--- config.mk ---
export PLATFORM = sky130hd
export DESIGN_NAME = btn_sw_in_periph
export DESIGN_NICKNAME = d
export VERILOG_FILES = /design/src/rtl/btn_sw_in_periph.sv
export SDC_FILE = /design/constraint.sdc
export NUM_CORES = 1
export LEC_CHECK = 0
export BUFFER_PORTS_ARGS = -buffer_cell sky130_fd_sc_hd__buf_2
export CAP_MARGIN = 40
export CORE_ASPECT_RATIO = 0.6
export CORE_MARGIN = 10
export CORE_UTILIZATION = 45
export DETAILED_ROUTE_END_ITERATION = 12
export PLACE_DENSITY_LB_ADDON = 0.25
export SKIP_CTS_REPAIR_TIMING = 1
export SYNTH_ARGS = -nofsm -noshare
export SYNTH_HDL_FRONTEND = slang
export SYNTH_SLANG_ARGS = --single-unit
--- constraint.sdc ---
create_clock -name clk_i -period 2.85 [get_ports clk_i]
set_input_delay 0.1425 -clock clk_i [delete_from_list [all_inputs] [get_ports clk_i]]
set_output_delay 0.1425 -clock clk_i [all_outputs]
set_load 0.01 [all_outputs]
--- src/rtl/btn_sw_in_periph.sv ---
// Switch/button input peripheral: 2-FF synchronizers, tick-based debounce,
// sticky press/release events and a four-register CPU slave with level IRQ.
`timescale 1ns/1ps
module btn_sw_in_periph #(
  parameter int unsigned DEBOUNCE_CYCLES = 100000,
  parameter int unsigned SW_W            = 16
) (
  input  logic            clk_i,
  input  logic            rst_ni,
  input  logic [SW_W-1:0] sw_i,
  input  logic [3:0]      btn_i,
  input  logic            sel_i,
  input  logic            we_i,
  input  logic [1:0]      addr_i,
  input  logic [31:0]     wdata_i,
  output logic [31:0]     rdata_o,
  output logic            irq_o
);

  localparam int unsigned IN_W  = SW_W + 4;
  localparam int unsigned CNT_W = (DEBOUNCE_CYCLES > 1) ? $clog2(DEBOUNCE_CYCLES) : 1;
  localparam logic [CNT_W-1:0] CNT_MAX = CNT_W'(DEBOUNCE_CYCLES - 1);

  localparam logic [1:0] ADDR_SW  = 2'd0;
  localparam logic [1:0] ADDR_BTN = 2'd1;
  localparam logic [1:0] ADDR_EVT = 2'd2;
  localparam logic [1:0] ADDR_IEN = 2'd3;

  logic [IN_W-1:0]  raw_in;
  logic [IN_W-1:0]  sync1_q, sync2_q;
  logic [IN_W-1:0]  samp_q, samp_d;
  logic [IN_W-1:0]  deb_q, deb_d;
  logic [IN_W-1:0]  agree;
  logic [CNT_W-1:0] cnt_q, cnt_d;
  logic             tick;
  logic [3:0]       btn_prev_q;
  logic [3:0]       deb_btn;
  logic [SW_W-1:0]  deb_sw;
  logic [7:0]       evt_q, evt_d, evt_set, evt_clr;
  logic [7:0]       ien_q, ien_d;
  logic [31:0]      rdata_d;
  logic             irq_d;
  logic             wr_en;
  logic             unused_wdata;

  assign raw_in       = {btn_i, sw_i};
  assign unused_wdata = ^wdata_i[31:8];

  assign tick  = (cnt_q == CNT_MAX);
  assign cnt_d = tick ? '0 : cnt_q + CNT_W'(1);

  // A bit is accepted only when two consecutive ticks saw the same value.
  assign agree  = ~(sync2_q ^ samp_q);
  assign samp_d = tick ? sync2_q : samp_q;
  assign deb_d  = tick ? ((deb_q & ~agree) | (sync2_q & agree)) : deb_q;

  assign deb_btn = deb_q[IN_W-1 -: 4];
  assign deb_sw  = deb_q[SW_W-1:0];

  assign wr_en   = sel_i & we_i;
  assign evt_set = {btn_prev_q & ~deb_btn, deb_btn & ~btn_prev_q};
  assign evt_clr = (wr_en && addr_i == ADDR_EVT) ? wdata_i[7:0] : 8'h00;
  // Set is OR-ed after the clear so a same-cycle new event survives W1C.
  assign evt_d   = (evt_q & ~evt_clr) | evt_set;
  assign ien_d   = (wr_en && addr_i == ADDR_IEN) ? wdata_i[7:0] : ien_q;
  assign irq_d   = |(evt_q & ien_q);

  always_comb begin
    rdata_d = rdata_o;
    if (sel_i && !we_i) begin
      unique case (addr_i)
        ADDR_SW:  rdata_d = 32'(deb_sw);
        ADDR_BTN: rdata_d = {28'b0, deb_btn};
        ADDR_EVT: rdata_d = {24'b0, evt_q};
        ADDR_IEN: rdata_d = {24'b0, ien_q};
        default:  rdata_d = 32'b0;
      endcase
    end
  end

  always_ff @(posedge clk_i or negedge rst_ni) begin
    if (!rst_ni) begin
      sync1_q    <= '0;
      sync2_q    <= '0;
      samp_q     <= '0;
      deb_q      <= '0;
      cnt_q      <= '0;
      btn_prev_q <= '0;
      evt_q      <= '0;
      ien_q      <= '0;
      rdata_o    <= '0;
      irq_o      <= 1'b0;
    end else begin
      sync1_q    <= raw_in;
      sync2_q    <= sync1_q;
      samp_q     <= samp_d;
      deb_q      <= deb_d;
      cnt_q      <= cnt_d;
      btn_prev_q <= deb_btn;
      evt_q      <= evt_d;
      ien_q      <= ien_d;
      rdata_o    <= rdata_d;
      irq_o      <= irq_d;
    end
  end

endmodule

After elaboration in Yosys (flattened, before gate mapping)
Cells that the tools add are included.
Widths: inputs -> output; s select.
{"block": "totals", "reg_bits": 150, "input_bits": 58, "output_inout_bits": 33, "wordCells": 39}
{"block": "classes", "addsub": 1, "n_eq_ne": 4, "muxes": 3, "bitwise_logic": 15, "reduce_logical": 6}
{"cell": "$pmux 32 s4", "count": 1}
{"cell": "$and 20x20->20", "count": 2}
{"cell": "$not 20->20", "count": 2}
{"cell": "$or 20x20->20", "count": 1}
{"cell": "$xor 20x20->20", "count": 1}
{"cell": "$add 17x1->17 const B", "count": 1}
{"cell": "$eq 17x17->1 const B", "count": 1}
{"cell": "$mux 17", "count": 1}
{"cell": "$and 8x8->8", "count": 2}
{"cell": "$and 4x4->4", "count": 2}
{"cell": "$mux 8", "count": 1}
{"cell": "$not 4->4", "count": 2}
{"cell": "$not 8->8", "count": 1}
{"cell": "$or 8x8->8", "count": 1}
{"cell": "$reduce_or 8->1", "count": 1}
{"cell": "$eq 2x2->1 const B", "count": 2}
{"cell": "$logic_and 1x1->1", "count": 3}
{"cell": "$eq 2x1->1 const B", "count": 1}
{"cell": "$logic_not 2->1", "count": 1}
{"cell": "$and 1x1->1", "count": 1}
{"cell": "$logic_not 1->1", "count": 1}

Longest topological paths before layout
Gate-level depths: netlist of run 1.
{"block": "logic_depth", "depth_word": 6, "ltp_mapped": 6}

Worst setup path after synthesis of run 1
Ideal clock, no wire load.
{"block": "synth_path", "kind": "reg-to-reg", "from": "register cnt_q[11]", "to": "register with a tool-made name", "arrival_ns": 1.909, "required_time_ns": 2.719, "path_slack_ns": 0.811, "path_stages_with_launch": 6, "n_path_buf": 1, "path_cell_list": "dfrtp_1 -> or4_4 -> or4_1 -> clkbuf_2 -> o21ai_0 -> a22oi_1"}
{"element": "from (decl)", "line_no": "34", "rtl": "logic [CNT_W-1:0] cnt_q, cnt_d;"}
{"element": "from (signal assigned)", "line_no": "98", "rtl": "cnt_q <= cnt_d;"}

==> results.yml, run 1 <==
routing:
  drt-pass1-iter-count: 4
  drt_iter0_drc: 244
  vias: 3411
  via_per_inst: 5.14
  wire_per_inst_um: 15.8
  finalWirelength_mm: 10.5
  ant_nets: 0
  drc: 0
synthesis:
  yosys.area.top_type_share: 0.666
  synthDistinctLibCells: 39
  ys_seq_area_frac: 0.666
  synth.cells.most_frequent: "dfrtp_1 (134), o21ai_0 (49), nand2_1 (39), a21oi_1 (37), inv_1 (25)"
  ys_seq_elements: 134
  synth-edff-count: 0
  yosys.area.top_type: "dfrtp_1"
  yosysWarnings: 0
  synth-async-reset-ratio: 1.00
  ys.flop_type: "dfrtp_1"
  synth.avg_cell_area_um2: 11.8
  synth_area_leaders: "dfrtp_1 (67%), o21ai_0 (4.9%), a21oi_1 (3.7%)"
  synthCells: 426
  syn-cell-area_mm2: 0.00503
  synth_most_common_cell: "dfrtp_1"
timing:
  hold_violations: 0
  final-max-slew-violation-count: 0
  worst_slew_pin_slew_ns: 0.714
  slew_headroom: 0.524
  fin_crit_ns: 2.21
  setup_tns_ns: 0
  fmax_mhz: 452
  finalClockSkew_ns: 0.00737
  setup_viol: 0
  period_share: 0.777
  rsz0062_at_grt: "false"
layout:
  finish.net_count: 570
  multi_input_area_mm2: 0.00146
  register_area_mm2: 0.00335
  instances_no_fill: 663
  drive_gt1_frac: 0.189
  fillers: 869
  area_delta_synth_final_pct: 23.4
  antenna_cells: 0
worst_setup_path:
  r2r_slack_ns: 0.64
  required_ns: 3.14
  r2r-start: "cnt_q[11]"
  reg2regPathDepth: 5
  cp_top_family: "simple AND/OR/NAND/NOR gates"
  crit_start: "cnt_q[11]"
  slowest_stage: "or4_4"
  crit_cells: 5
  crit_chain: "or4_4 > or4_1 > buf_4 > o21ai_0 > a21oi_1"
  start_kind: "register"
  critical-path-max-stage-delay_ns: 0.58
  critPathMaxFanout: 22
  cp_data_arrival_time_ns: 2.51
  end_kind: "register"
  worstSetupPathType: "register to register"
  path_buf_inv: 1
power:
  p_leak_uw: 0.00280
  vdd_drop_max_uv: 417
  p_per_area_mw_per_mm2: 693
floorplanning:
  die_w_um: 157
  die_area_mm2: 0.0160
  core_area_mm2: 0.0107
  rows: 29
  die_h_um: 102
  start_util: 0.469
  pin_count: 91
cts:
  tritoncts: "done"
  insertion_delay_ns: 0.41
  cts_buffer_depth: 2
  cts-htree-levels: 4
  cts_buffers: 17
  cts.clk_slew.worst_paths_ns: 0.06
  root_buffer: "clkbuf_16"
  clock_sinks: 134
run:
  max_cap_viol_count: 0
global_routing:
  grt_pass1_wl_mm: 17.0
  antenna_found_initial: 0
  grt_usage: 0.136
  first_global_vias: 3349
  overflow: 0
  grt_max_degree: 81
status:
  status: "finished, final reports clean"
placed_design:
  gp_congestion: 0.803
  portBuffers: 50
  dp_cells: 605
  hpwl_mm: 6.95
hold_path:
  worstHoldPathType: "primary input to register"
==> layout by cell type, fill, tap and decap left out, drive strengths merged <==
cell / n
a22oi: 8
mux2: 9
nand3: 7
and2: 1
o22ai: 4
nand4b: 1
nor2: 14
o2bb2ai: 4
dfrtp: 134
inv: 26
clkbuf: 17
and3: 1
and4: 1
o21ai: 50
clkinv: 7
nor4: 2
o211ai: 4
or4bb: 1
dlygate4sd3: 26
conb: 16
mux2i: 4
a21oi: 37
xor2: 5
or3: 2
nand2: 39
or4: 3
buf: 56
bufinv: 1
ha: 1
clkinvlp: 6
nor3: 5
a22o: 12
a31oi: 4
nand2b: 2
xnor2: 7
nand4: 6
nor2b: 1
==> kinds of logic (layout without fill, tap and decap cells) <==
kind of cell             after synthesis  after routing  share of synthesized area
buffers and inverters                 56            139                     0.0554
AND/OR/NAND/NOR                       86             86                     0.0840
other                                  1             16                   0.000745
XOR/XNOR                              12             12                     0.0209
adder cells (fa/ha/maj)                1              1                    0.00249
flip-flops                           134            134                      0.666
multiplexers                          13             13                     0.0281
AO/OA/AOI/OAI                        123            123                      0.142
==> where the power goes <==
part / switching [uW] / leakage (uW) / internal, uW
logic: 128 / 0.000812 / 107
clock network: 826 / 0.000257 / 1200
registers: 54.3 / 0.00173 / 1990
total: 1010 / 0.00280 / 3290
==> metal layers <==
layer	routed length, um	track usage	vias to the layer above
li1	-	-	1632
met4	123	0.0477	0
met5	0	0	-
met1	4960	0.174	1690
met3	688	0.0562	11
met2	4710	0.204	78
==> worst min-delay path by stage <==
stage               startpoint  depth (start not counted)  slack [ns]                    endpoint
global placement        rst_ni                          1        0.22                  sync1_q[5]
detailed placement      rst_ni                          1        0.22                  sync1_q[5]
CTS                     rst_ni                          1       -0.21                  sync1_q[5]
finish              wdata_i[0]                          2       0.002                    ien_q[0]
floorplan               rst_ni                          0       -0.15  asynchronous set/reset pin
global route        wdata_i[7]                          2       0.003                    ien_q[7]
==> stage by stage <==
stage / instance area [um^2] / worst slack (ns) / hold slack [ns] / power, uW / util
6_report: 6210 / 0.636 / 0.00200 / 4300 / 0.578
4_1_cts: 5950 / 0.634 / -0.213 / 4310 / 0.554
3_5_place_dp: 5390 / 0.640 / 0.223 / 2280 / 0.502
5_1_grt: 6210 / 0.544 / 0.00280 / 4460 / 0.578
2_1_floorplan: 5090 / 0.811 / -0.153 / 2170 / -
3_3_place_gp: 5390 / 0.733 / 0.217 / 2280 / 0.501
==> final cells by class <==
type / instances / share of cell area
repair buffers: 82 / 0.0921
flip-flops and latches: 134 / 0.540
inverters: 25 / 0.0151
clock inverters: 15 / 0.0216
well taps: 139 / 0.0280
multi-input cells: 251 / 0.235
clock buffers: 17 / 0.0685
==> worst reg2reg max path: cells and delay by family (launching register included) <==
family                 cells  cell delay (ns)
and+or+nand+nor            2             1.11
DFF                        1             0.42
AOI/OAI and AO/OA          2             0.33
buffers and inverters      1             0.24
No activity file was read; power rests on OpenSTA's default activity.
==> inputs of run 2 (changes only) <==
- clock period: 2.85 -> 2.15 ns (I/O delays scaled with it)
==> results.yml, run 2 (synthesis results as in run 1) <==
floorplanning:
  rows: 29
  pin_count: 91
  die_area_mm2: 0.0160
  start_util: 0.469
  die_h_um: 102
  die_w_um: 157
  core_area_mm2: 0.0107
run:
  max_cap_viol_count: 0
cts:
  cts-htree-levels: 4
  cts_buffers: 17
  cts.clk_slew.worst_paths_ns: 0.06
  tritoncts: "done"
  cts_buffer_depth: 2
  clock_sinks: 134
  insertion_delay_ns: 0.41
  root_buffer: "clkbuf_16"
timing:
  setup_tns_ns: 0
  rsz0062_at_grt: "false"
  fin_crit_ns: 2.06
  worst_slack_ns: 0.0885
  final-max-slew-violation-count: 0
  worst_slew_pin_slew_ns: 0.683
  finalClockSkew_ns: 0.00939
  period_share: 0.959
  slew_headroom: 0.543
  hold_violations: 0
  fmax_mhz: 485
  setup_viol: 0
power:
  p_comb_frac: 0.052
  intPower_uw: 4760
  p_clk_frac: 0.505
  pwr-share-seq: 0.443
  power_switching_uw: 1360
  p_per_area_mw_per_mm2: 954
  p_total_uw: 6130
  vdd_drop_max_uv: 540
  swShare: 0.222
  p_leak_uw: 0.00292
global_routing:
  overflow: 0
  first_global_vias: 3556
  grt_max_degree: 72
  antenna_found_initial: 2
  grt_usage: 0.145
  grt_pass1_wl_mm: 18.1
layout:
  layout_common_cells: "dfrtp_1 (134), buf_2 (50), o21ai_0 (44)"
  area_delta_synth_final_pct: 27.6
  finish.net_count: 582
  multi_input_area_mm2: 0.00146
  fillers: 849
  final_common_cell: "dfrtp_1"
  final_area_mm2: 0.00642
  register_area_mm2: 0.00335
  drive_gt1_frac: 0.203
placed_design:
  portBuffers: 50
  place_area_mm2: 0.00548
  gp_congestion: 0.846
  hpwl_mm: 7.42
  dp_slack_ns: 0.0423
worst_setup_path:
  crit_top_cell: "or4_4"
  critical-path-max-stage-delay_ns: 0.56
  crit_chain: "or4_4 > or4_4 > buf_4 > o21ai_0 > a22oi_1"
  cp_data_arrival_time_ns: 2.34
  worstSetupPathType: "register to register"
  end_kind: "register"
  slowest_stage: "or4_4"
  critPathMaxFanout: 7
  start_kind: "register"
  required_ns: 2.43
routing:
  drt_iter0_drc: 237
  via_per_inst: 5.18
  drc: 0
  ant_nets: 0
  vias: 3501
  wire_per_inst_um: 16.4
  drt-pass1-iter-count: 6
  finalWirelength_mm: 11.1
hold_path:
  worstHoldPathType: "primary input to register"
status:
  status: "finished, final reports clean"
-- run 2: cell count changes in the layout (fill, tap and decap cells not counted), sizes merged --
cell	delta
buf	+9
bufinv	+3
clkbuf	+1
clkinv	-2
clkinvlp	-3
diode	+1
dlygate4sd3	+3
inv	+1
-- run 2: path summary, 6_finish.rpt --
check / start / endpoint / slack, ns / depth (start not counted)
max reg2reg: cnt_q[11] / register / 0.09 / 5
min: we_i / rdata_o[2] / 0.12 / 3
min in group asynchronous: rst_ni / cnt_q[9] / 0.27 / 2
max: cnt_q[11] / register / 0.09 / 5
max in group asynchronous: rst_ni / cnt_q[11] / 1.13 / 3
min reg2reg: sync1_q[1] / sync2_q[1] / 0.35 / 0
-- run 2: layout make-up --
| class | instances | area share |
|---|---|---|
| Clock buffer | 18 | 0.0684 |
| Timing Repair Buffer | 94 | 0.109 |
| Inverter | 25 | 0.0146 |
| Antenna cell | 1 | 0.000390 |
| Sequential cell | 134 | 0.522 |
| Multi-Input combinational cell | 251 | 0.228 |
| Clock inverter | 14 | 0.0312 |
| Tap cell | 139 | 0.0271 |
-- run 2: critical path, delay by kind of cell, from the launching register on --
family	cells	cell delay, ns
simple gates	2	1.11
compound gates	2	0.25
flops	1	0.39
buf+inv	1	0.19
-- run 2: through the flow --
stage          hold slack [ns]  instances   util
2_1_floorplan           -0.188        441      -
3_3_place_gp             0.147        613  0.510
3_5_place_dp             0.157        614  0.510
4_1_cts                 -0.279        646  0.570
5_1_grt                  0.177        676  0.598
6_report                 0.116        676  0.598
-- run 2: power groups by stage --
stage	Sequential (uW)	Combinational, uW	Clock [uW]
after floorplan	2740	140	0
after global placement	2750	272	0
after detailed placement	2750	283	0
after CTS	2710	285	3140
after global routing	2720	360	3260
final	2710	320	3090
-- run 2: routing by layer --
| layer | up-vias | global-route usage | wire, um | share of wire |
|---|---|---|---|---|
| met4 | 2 | 0.0614 | 166 | 0.015 |
| li1 | 1659 | - | - | - |
| met2 | 91 | 0.224 | 5150 | 0.46 |
| met3 | 17 | 0.0499 | 614 | 0.055 |
| met1 | 1732 | 0.183 | 5140 | 0.46 |
| met5 | - | 0 | 13 | 0.0012 |
